`src/rtl/pprm_stage_3_pipe.sv`:
```
// Final PPRM GF(2^8) inverter stage: two GF(2^4) products of A with D = inv(delta),
// wrapped in a two-register valid/ready pipeline that carries a sideband tag.

module pprm_gf16_mul (
  input  logic [3:0] a_i,
  input  logic [3:0] b_i,
  output logic [3:0] p_o
);
  // GF(4) in {p1,p0} = p1*w + p0 with w^2 = w + 1
  function automatic logic [1:0] gf4_mul(input logic [1:0] p, input logic [1:0] q);
    logic [1:0] r;
    r[1] = (p[1] & q[1]) ^ (p[1] & q[0]) ^ (p[0] & q[1]);
    r[0] = (p[1] & q[1]) ^ (p[0] & q[0]);
    return r;
  endfunction

  function automatic logic [1:0] gf4_phi(input logic [1:0] p);
    return {p[1] ^ p[0], p[1]};
  endfunction

  logic [1:0] hh, hl, lh, ll;

  assign hh = gf4_mul(a_i[3:2], b_i[3:2]);
  assign hl = gf4_mul(a_i[3:2], b_i[1:0]);
  assign lh = gf4_mul(a_i[1:0], b_i[3:2]);
  assign ll = gf4_mul(a_i[1:0], b_i[1:0]);

  // y^2 = y + phi folds the high-high term back into both halves
  assign p_o = {hh ^ hl ^ lh, gf4_phi(hh) ^ ll};
endmodule

module pprm_stage_3_pipe #(
  parameter int TAG_W = 4
) (
  input  logic             clk,
  input  logic             rst,
  input  logic             in_valid,
  output logic             in_ready,
  input  logic [7:0]       in_a,
  input  logic [3:0]       in_d,
  input  logic [TAG_W-1:0] in_tag,
  output logic             out_valid,
  input  logic             out_ready,
  output logic [7:0]       out_inv,
  output logic [TAG_W-1:0] out_tag,
  output logic             busy
);
  localparam int NUM_LANES = 2;
  localparam int VEC_W     = 4;

  // vld_q[1] = S1 occupied, vld_q[2] = S2 (output) occupied
  logic [2:1]       vld_q, vld_d;
  logic [7:0]       s1_a_q, s1_a_d;
  logic [3:0]       s1_d_q, s1_d_d;
  logic [TAG_W-1:0] s1_tag_q, s1_tag_d;
  logic [7:0]       out_inv_q, out_inv_d;
  logic [TAG_W-1:0] out_tag_q, out_tag_d;

  logic adv2, load1;
  logic [NUM_LANES-1:0][VEC_W-1:0] lane_x, lane_prod;

  // lane 1 -> high nibble A_h*D, lane 0 -> low nibble (A_h^A_l)*D
  assign lane_x[1] = s1_a_q[7:4];
  assign lane_x[0] = s1_a_q[7:4] ^ s1_a_q[3:0];

  for (genvar g = 0; g < NUM_LANES; g++) begin : g_lane
    pprm_gf16_mul u_mul (
      .a_i (lane_x[g]),
      .b_i (s1_d_q),
      .p_o (lane_prod[g])
    );
  end

  // Outputs are masked during reset so nothing transfers in the reset cycle
  assign out_valid = vld_q[2] & ~rst;
  assign adv2      = vld_q[1] & (~vld_q[2] | out_ready);
  assign in_ready  = ~rst & (~vld_q[1] | adv2);
  assign load1     = in_valid & in_ready;
  assign busy      = vld_q[1] | out_valid;
  assign out_inv   = out_inv_q;
  assign out_tag   = out_tag_q;

  always_comb begin
    vld_d     = vld_q;
    s1_a_d    = s1_a_q;
    s1_d_d    = s1_d_q;
    s1_tag_d  = s1_tag_q;
    out_inv_d = out_inv_q;
    out_tag_d = out_tag_q;

    vld_d[2] = adv2 | (vld_q[2] & ~out_ready);
    vld_d[1] = load1 | (vld_q[1] & ~adv2);

    if (adv2) begin
      out_inv_d = lane_prod;
      out_tag_d = s1_tag_q;
    end
    if (load1) begin
      s1_a_d   = in_a;
      s1_d_d   = in_d;
      s1_tag_d = in_tag;
    end
  end

  always_ff @(posedge clk) begin
    if (rst) begin
      vld_q     <= '0;
      s1_a_q    <= '0;
      s1_d_q    <= '0;
      s1_tag_q  <= '0;
      out_inv_q <= '0;
      out_tag_q <= '0;
    end else begin
      vld_q     <= vld_d;
      s1_a_q    <= s1_a_d;
      s1_d_q    <= s1_d_d;
      s1_tag_q  <= s1_tag_d;
      out_inv_q <= out_inv_d;
      out_tag_q <= out_tag_d;
    end
  end
endmodule

```
`config.mk`:
```
export PLATFORM = sky130hd
export DESIGN_NAME = pprm_stage_3_pipe
export DESIGN_NICKNAME = d
export VERILOG_FILES = /design/src/rtl/pprm_stage_3_pipe.sv
export SDC_FILE = /design/constraint.sdc
export NUM_CORES = 1
export LEC_CHECK = 0
export CAP_MARGIN = 15
export CORE_ASPECT_RATIO = 1.5
export CORE_MARGIN = 4
export CORE_UTILIZATION = 45
export DETAILED_ROUTE_END_ITERATION = 12
export GPL_ROUTABILITY_DRIVEN = 0
export PLACE_DENSITY = 0.78
export SYNTH_ARGS = -nofsm -noshare
export SYNTH_HDL_FRONTEND = slang
export SYNTH_SLANG_ARGS = --single-unit
```
`constraint.sdc`:
```
create_clock -name clk -period 1.4 [get_ports clk]
set_input_delay 0.28 -clock clk [delete_from_list [all_inputs] [get_ports clk]]
set_output_delay 0.28 -clock clk [all_outputs]
set_load 0.02 [all_outputs]
```
Word level (Yosys, flattened, before mapping)
Cells that the tools add are included.

operators by class
  bitwise operators = 81

operators by type and width
  kind         count
  $and 1x1->1  38
  $xor 1x1->1  26
  $xor 2x2->2  6
  $not 1->1    5
  $or 1x1->1   5
  $xor 4x4->4  1

storage, ports and cells
  bits in registers = 30
  output and inout bits = 15
  word-level logic and storage cells = 87
  input bits = 20

Depth between registers and ports, before layout
Gate-level depths: netlist of the first run.

  depth after elaboration = 7
  gate-level depth with buffers = 7

By module
From an unflattened synthesis of the first run, not the netlist that was laid out.

second synthesis, totals
  cell total of the unflattened synthesis = 201
  area total of the unflattened synthesis = 1836.8 um^2

by module, submodules not included
  module             sequential area each (um^2)  area an instance (um^2)  times used  cells an instance
  pprm_stage_3_pipe  600.6                        1246.2                   1           121
  pprm_gf16_mul      0.0                          295.3                    2           40

Least setup slack after synthesis of the first run
Ideal clock, no wire load.

  path type = reg2reg
  start point = register vld_q[2] (netlist name)
  end point = register s1_a_q[0]
  buffers on the path = 2
  stages on the path, launching flop included = 8
  arrival time = 1593 ps
  library setup time = 59 ps
  setup slack = -252 ps
  path through = dfxtp_1 > nor2b_1 > a21oi_1 > and2_1 > clkbuf_1 > buf_2 > nand2_1 > nand2_1

on the way
  word-level cells in the longest chain between the ends = 6

ends and longest elaborated chain
  item                    line  source
  from (decl)             52    logic [2:1] vld_q, vld_d;
  from (signal assigned)  114   vld_q <= vld_d;
  $not 1->1               76    assign adv2 = vld_q[1] & (~vld_q[2] | out_ready);
  $or 1x1->1              76
  $and 1x1->1             76
  $or 1x1->1              77    assign in_ready = ~rst & (~vld_q[1] | adv2);
  $and 1x1->1             77
  net in_ready            38    output logic in_ready,
  $and 1x1->1             78    assign load1 = in_valid & in_ready;
  to (signal assigned)    108   s1_a_q <= '0;
  to (signal assigned)    115   s1_a_q <= s1_a_d;
  to (decl)               53    logic [7:0] s1_a_q, s1_a_d;

The timed path passes the listed nets, and every way through them passes these cells.
A chain may end at the register's enable or synchronous reset.

Final worst setup path of the first run
  start point = register s1_a_q[7]
  end point = register out_inv_q[1] (netlist: out_inv[1])

on the way
  word-level cells in the longest chain between the ends = 6
  elaborated cells on any way between the ends = 8
  classes of those cells = bitwise: 8

ends and longest elaborated chain
  item                                   line    source
  $xor 4x4->4 (*)                        64      assign lane_x[0] = s1_a_q[7:4] ^ s1_a_q[3:0];
  $and 1x1->1, on equally long branches  12, 13
  $xor 1x1->1 (2 in series)              12      r[1] = (p[1] & q[1]) ^ (p[1] & q[0]) ^ (p[0] & q[1]);
  $xor 1x1->1 (*)                        18      return {p[1] ^ p[0], p[1]};
  $xor 2x2->2 (*)                        29      assign p_o = {hh ^ hl ^ lh, gf4_phi(hh) ^ ll};
  to (signal assigned)                   118     out_inv_q <= out_inv_d;
  to (decl)                              56      logic [7:0] out_inv_q, out_inv_d;

Mark *: on every way between the ends. The rest lies on a longest branch, timed or not.

==> summary.txt, run 1 <==
Status
  • Status: finished, violations left
  • Failing checks: setup timing

Synthesis
  • Synth Area in Compound Gates: 11.2%
  • Mux share of post-synthesis cell area: 3.77%
  • Simple-Gate Fraction of Synth Area: 25.6%
  • Mapped Area: 1660 um^2
  • Netlist cell types: 31
  • Post-Syn Area per Cell: 7.98 um^2
  • Synthesized instance count: 208
  • Largest family of logic cells by synthesized area: simple AND/OR/NAND/NOR gates
  • #FFs+latches synth: 30
  • Adder-Cell Fraction of Synth Area: 0%
  • Synth Area in XOR/XNOR: 17.8%
  • Synth warn: 0
  • Sequential area share after synthesis: 36.2%
  • Post-Syn Nets: approximately 230

Drt
  • DRT Pass-1 Iters: 4
  • Routed WL: about 4.9 mm
  • Residual DRC: 0
  • Routed len/inst: 15.4 um
  • Drt via density: 5.35
  • Initial DRC count: 49
  • Vias: about 1.7k
  • Antenna viol nets, final: 0

Floorplan
  • # IOs: 35
  • Cell Rows: 26
  • Core area: roughly 3500 um^2
  • Die width: between 50 and 60 um
  • Die Ht: roughly 82 um
  • Total die area: 4740 um^2
  • Initial Utilization: 47.7%

Place
  • Dpl cells: 299
  • Post-DP HPWL: 2.88 mm
  • Port bufs: 34
  • DP Area: between 2000 and 2500 um^2

Clocking
  • CTS tree: yes
  • Depth of the CTS H-tree: 2
  • Inserted Clock Buffers: 5
  • Clk_lat worst skew: 0.29 ns
  • Clock Sinks: 30
  • Clock Path Buffers: 2
  • Root buf cell: clkbuf_8
  • Clock transition at the registers of the reported paths: 0.07 ns

Critical path
  • Worst Path Arrival: 1.84 ns
  • Worst R2R Setup Slack: -0.22 ns
  • Crit-path cells: xnor2_4, o211ai_1, nand2_2, buf_6, xnor3_1, a21oi_2
  • Critical Path Fanout Max: 3
  • Critical path type: flop to flop
  • Reg2reg end: out_inv[1]$_SDFFE_PP0P_
  • Crit. End Element: flop
  • Crit-path max cell delay: about 0.36 ns
  • Source of the worst register-to-register timing path: s1_a_q[7]$_SDFFE_PP0P_
  • Slowest cell on crit path: dfxtp_4
  • Path depth of the worst reg2reg path: 6
  • WP data required: 1.62 ns
  • Critical Path Start Type: flop

STA
  • Tightest Pin Transition: 0.308 ns
  • Worst Slack Setup Final: -0.224 ns
  • Tmin final: 1.62 ns
  • Final hold violations: 0
  • Rel. slew slack: between 70% and 80%
  • RSZ-0062 raised after global routing: true
  • Final worst-path cycle share: 116%
  • Number of endpoints failing setup at the final stage: 5
  • Maximum clock rate: 616 MHz
  • Pins Over Slew Limit: 0
  • Clock skew: roughly 0.0071 ns

Global routing
  • Largest net degree at the start of global routing: 16
  • First-pass GRT wire length: 6.67 mm
  • Initial antenna violation count: 0
  • Number of global-route vias before repair: 1545
  • Total GRT Usage: ~18%
  • Gr ovfl total: 0

Power
  • LEAKAGE: 0.00117 uW
  • Seq pwr share: 37.7%
  • Gate power share: 28.9%
  • Power Density: just under 1000 nW/um^2
  • P_sw: ~760 uW
  • Clock power frac: 33.4%
  • IR drop worst, VDD: 0.000860 V
  • Sw Ratio: 29.3%
  • Internal cell power: 1830 uW

Hold path
  • Worst Hold End: s1_tag_q[3]$_SDFFE_PP0P_
  • Hold path startpoint: s1_tag_q[3]$_SDFFE_PP0P_
  • Hold Path Cell Cnt: 2
  • Hold Crit Class: flop to flop

Finish
  • Final instance area: 2660 um^2
  • Fill count: between 200 and 250
  • Layout net count: 294
  • Final non-filler cell total: 317
  • Commonest non-fill, non-tap cells in the layout: 43 x nand2_1, 28 x buf_4, 17 x clkdlybuf4s50_1, 17 x dfxtp_1, 16 x nand3_1
  • Layout area overhead: 60.3%
  • Ant. Diodes: 0
  • Share of layout cells above drive strength 1: 35.6%
  • Commonest non-fill, non-tap cell in the layout: nand2_1

Run
  • Max cap viols: 0
## critical path, delay by kind of cell (launching register included)
kind / cells / cell delay, ns
flip-flops: 1 / 0.36
XOR/XNOR: 2 / 0.51
buffers and inverters: 1 / 0.13
AND/OR/NAND/NOR: 1 / 0.12
AO/OA/AOI/OAI: 2 / 0.43
## area by class of cell
class / instances / area (um^2) / area share [%]
tap: 42 / 52.6 / 1.98
inverter: 2 / 7.51 / 0.282
timing repair buffer: 74 / 691 / 26.0
clock buffer: 5 / 68.8 / 2.59
multi-input combinational: 161 / 1160 / 43.7
clock inverter: 3 / 40.0 / 1.51
sequential: 30 / 637 / 24.0
## flip-flops by register name, indices dropped and copies added (netlist names)
signal and flops:
out_tag 4, vld_q 2, s1_tag_q 4, out_inv 8
s1_a_q 8, s1_d_q 4
## cells in the mapped netlist
cell type	count	area share, %
and2_1	1	0.38
o21ai_0	11	3.3
a22oi_1	2	0.90
nor2_1	15	3.4
clkbuf_1	5	1.1
nand2_2	2	0.75
o211ai_1	3	1.4
nand3_1	16	4.8
mux2i_1	4	2.4
o21ai_2	1	0.53
dfxtp_1	30	36
xor2_1	6	3.2
xor2_2	1	0.98
a32oi_1	2	1.1
xnor2_2	2	2.0
o31ai_1	1	0.45
nand3b_1	1	0.45
a21oi_1	6	1.8
nor2b_1	4	1.5
clkinv_1	1	0.23
nand2_1	49	11
xnor3_1	2	2.7
xnor2_1	17	9.0
or2_2	1	0.38
nand2b_1	6	2.3
a211oi_1	4	1.8
buf_2	8	2.4
buf_6	2	1.4
nor3_1	2	0.60
inv_1	1	0.23
mux2_2	2	1.4
## power groups by stage
stage / Clock (uW) / Sequential (uW) / Combinational [uW]
CTS: 883 / 970 / 645
global route: 926 / 985 / 802
global placement: 0 / 985 / 603
finish: 867 / 978 / 749
floorplan: 0 / 994 / 384
detailed placement: 0 / 989 / 615
## worst max path at each step
stage / startpoint / end / slack (ns) / depth (start not counted)
2_1_floorplan: s1_a_q[6]$_SDFFE_PP0P_ / out_inv[3]$_SDFFE_PP0P_ / -0.01 / 7
3_3_place_gp: rst / busy / -0.48 / 4
3_5_place_dp: rst / busy / -0.49 / 4
4_1_cts: s1_a_q[7]$_SDFFE_PP0P_ / out_inv[1]$_SDFFE_PP0P_ / -0.13 / 6
5_1_grt: s1_a_q[7]$_SDFFE_PP0P_ / out_inv[1]$_SDFFE_PP0P_ / -0.25 / 6
6_report: s1_a_q[7]$_SDFFE_PP0P_ / out_inv[1]$_SDFFE_PP0P_ / -0.22 / 6
## stage by stage
stage	hold WS (ns)	TNS (ns)	power, uW	setup WS [ns]	util, %
global placement	0.440	-7.46	1590	-0.479	65.4
CTS	0.463	-0.427	2500	-0.132	71.0
floorplan	0.379	-0.0141	1380	-0.0141	-
detailed placement	0.453	-8.48	1600	-0.490	65.4
global route	0.490	-1.02	2710	-0.246	76.4
finish	0.458	-0.624	2590	-0.224	76.4
## per-layer routing
layer / vias up / wire [um] / global-route usage, %
met3: 26 / 242 / 4.67
met5: - / 0 / 0
met1: 793 / 1790 / 18.8
met2: 65 / 2560 / 33.7
li1: 811 / - / -
met4: 0 / 273 / 9.74
## cell families (layout without fill, tap and decap cells)
logic type / after synthesis / in the layout
buf+inv: 17 / 84
xor+xnor: 28 / 28
mux: 6 / 6
flops: 30 / 30
simple gates: 97 / 97
compound gates: 30 / 30
## repair_timing
item,in CTS,in global routing
hold buffers,0,0
resized for setup,45,46
setup buffers,7,1
endpoints found under the setup margin,24,28
pin swaps,13,20
cloned,1,1
Note: power is estimated with default switching activity, not from simulation.
==> inputs of run 2 (changes only) <==
Settings changed: ABC_CLOCK_PERIOD_IN_PS set to 1400, SKIP_LAST_GASP set to 1.
==> run 2 against run 1 <==
Clock skew decreased by 0.0012 ns. The run still ends with setup timing left. Sequential power about the same. Clock power is essentially flat. Die area is the same. Critical path depth unchanged. Routed wire length fell by 0.45%. Register-to-register slack about the same. Power shrank 0.15%. Design area down 0.19%. Largest cell class unchanged. Cell count did not move.
==> summary.txt, run 2 (same netlist as run 1, synthesis figures left out) <==
Status
  • Status: finished, violations left (unchanged)
  • Failing checks: setup timing (unchanged)

Critical path
  • Reg2reg end: out_inv[1]$_SDFFE_PP0P_ (unchanged)
  • Critical Path Fanout Max: 3 (unchanged)
  • Critical path type: flop to flop (unchanged)
  • Worst R2R Setup Slack: -0.22 ns (about the same)
  • Source of the worst register-to-register timing path: s1_a_q[7]$_SDFFE_PP0P_ (unchanged)
  • Worst Path Arrival: 1.84 ns (about the same)
  • Crit. End Element: flop (unchanged)
  • Critical Path Start Type: flop (unchanged)
  • Path depth of the worst reg2reg path: 6 (unchanged)
  • WP data required: 1.62 ns (about the same)

Finish
  • Ant. Diodes: 0 (unchanged)
  • Commonest non-fill, non-tap cell in the layout: nand2_1 (unchanged)
  • Final instance area: 2650 um^2 (was 2660 um^2)
  • Layout net count: 294 (unchanged)
  • Layout area overhead: 60.0% (was 60.3%)
  • Commonest non-fill, non-tap cells in the layout: 44 x nand2_1, 28 x buf_4, 17 x clkdlybuf4s50_1, 17 x dfxtp_1, 16 x nand3_1 (was 43 x nand2_1, 28 x buf_4, 17 x clkdlybuf4s50_1, 17 x dfxtp_1, 16 x nand3_1)
  • Share of layout cells above drive strength 1: 35.3% (was 35.6%)
  • Final core occ: 76.2% (was 76.4%)

STA
  • Tightest Pin Transition: 0.311 ns (was 0.308 ns)
  • Maximum clock rate: 616 MHz (about the same)
  • Clock skew: 0.00592 ns (was 0.00708 ns)
  • Tmin final: 1.62 ns (about the same)
  • Rel. slew slack: 79.2% (was 79.4%)
  • Worst Slack Setup Final: -0.224 ns (about the same)
  • Final Hold Slack: 0.459 ns (was 0.458 ns)
  • RSZ-0062 raised after global routing: true (unchanged)
  • Pins Over Slew Limit: 0 (unchanged)
  • Final setup TNS: -0.619 ns (was -0.624 ns)
  • Number of endpoints failing setup at the final stage: 5 (unchanged)
  • Final worst-path cycle share: 116% (about the same)
  • Final hold violations: 0 (unchanged)

Clocking
  • Clk_lat worst skew: 0.29 ns (about the same)
  • Clock Sinks: 30 (unchanged)
  • CTS tree: yes (unchanged)
  • Inserted Clock Buffers: 5 (unchanged)
  • Clock transition at the registers of the reported paths: 0.07 ns (about the same)
  • Clock Path Buffers: 2 (unchanged)
  • Depth of the CTS H-tree: 2 (unchanged)
  • Root buf cell: clkbuf_8 (unchanged)

Drt
  • Residual DRC: 0 (unchanged)
  • Vias: 1692 (was 1695)
  • Drt via density: 5.34 (was 5.35)
  • Initial DRC count: 46 (was 49)
  • Routed WL: 4.85 mm (was 4.87 mm)
  • Antenna viol nets, final: 0 (unchanged)
  • DRT Pass-1 Iters: 4 (unchanged)
  • Routed len/inst: 15.3 um (was 15.4 um)

Floorplan
  • Core area: 3480 um^2 (unchanged)
  • Total die area: 4740 um^2 (unchanged)
  • Cell Rows: 26 (unchanged)
  • Initial Utilization: 47.7% (unchanged)
  • Die width: 57.6 um (unchanged)
  • # IOs: 35 (unchanged)
  • Die Ht: 82.4 um (unchanged)

Hold path
  • Hold path startpoint: s1_tag_q[3]$_SDFFE_PP0P_ (unchanged)
  • Hold Path Cell Cnt: 2 (unchanged)
  • Hold Crit Class: flop to flop (unchanged)
  • Worst Hold End: s1_tag_q[3]$_SDFFE_PP0P_ (unchanged)

Run
  • Max cap viols: 0 (unchanged)

Place
  • Post-DP HPWL: 2.88 mm (unchanged)
  • Port bufs: 34 (unchanged)
  • DP Area: 2280 um^2 (unchanged)

Global routing
  • Number of global-route vias before repair: 1545 (unchanged)
  • Initial antenna violation count: 0 (unchanged)
  • Gr ovfl total: 0 (unchanged)
  • First-pass GRT wire length: 6.67 mm (unchanged)
  • Largest net degree at the start of global routing: 16 (unchanged)
  • Total GRT Usage: 18.3% (unchanged)

Power
  • LEAKAGE: 0.00117 uW (about the same)
  • IR drop worst, VDD: 0.000864 V (was 0.000860 V)
  • Overall power: 2590 uW (about the same)
  • Power Density: 976 nW/um^2 (was 975 nW/um^2)
[run 2: changes by cell type in the layout (fill, tap and decap cells not counted)]
cell / previous run / this run
o21ai_0: 5 / 6
dfxtp_2: 5 / 6
o21ai_1: 4 / 3
nand2_1: 43 / 44
dfxtp_4: 8 / 7
nand2_2: 6 / 5
[run 2: power by group]
group	internal [uW]	switching, uW
clock network	523	344
logic	398	347
registers	913	65.4
[run 2: worst max path at each step]
stage / from / to / slack, ns / cells past startpoint
after floorplan: s1_a_q[6]$_SDFFE_PP0P_ / out_inv[3]$_SDFFE_PP0P_ / -0.01 / 7
after global placement: rst / busy / -0.48 / 4
after detailed placement: rst / busy / -0.49 / 4
after CTS: s1_a_q[7]$_SDFFE_PP0P_ / out_inv[1]$_SDFFE_PP0P_ / -0.13 / 6
after global routing: s1_a_q[7]$_SDFFE_PP0P_ / out_inv[1]$_SDFFE_PP0P_ / -0.25 / 6
final: s1_a_q[7]$_SDFFE_PP0P_ / out_inv[1]$_SDFFE_PP0P_ / -0.22 / 6
[run 2: layout make-up]
class | instances | area (um^2)
Fill cell | 228 | 827
Clock buffer | 5 | 68.8
Sequential cell | 30 | 634
Tap cell | 42 | 52.6
Timing Repair Buffer | 74 | 691
Inverter | 2 | 7.51
Multi-Input combinational cell | 161 | 1160
Clock inverter | 3 | 40.0
[run 2: what timing repair did]
| item | in CTS | in global routing |
|---|---|---|
| resized for setup | 45 | 43 |
| hold buffers | 0 | 0 |
| cloned | 1 | 1 |
| endpoints found under the setup margin | 24 | 28 |
| pin swaps | 13 | 19 |
| setup buffers | 7 | 1 |
[run 2: worst max-delay path, cell delays in order, from the launching register on]
cell,delay [ns]
dfxtp_4,0.36
xnor2_4,0.16
o211ai_1,0.30
nand2_2,0.12
buf_6,0.13
xnor3_1,0.35
a21oi_2,0.14
[run 2: per-layer routing]
metal	vias to the layer above	wire length [um]	global-route usage, %
met1	785	1770	18.8
li1	812	-	-
met3	23	252	4.67
met4	0	221	9.74
met2	72	2610	33.7
met5	-	0	0
[run 2: metrics by stage]
step | setup WS, ns | instances
after floorplan | -0.0141 | 208
after global placement | -0.479 | 299
after detailed placement | -0.490 | 299
after CTS | -0.132 | 315
after global routing | -0.246 | 317
final | -0.224 | 317
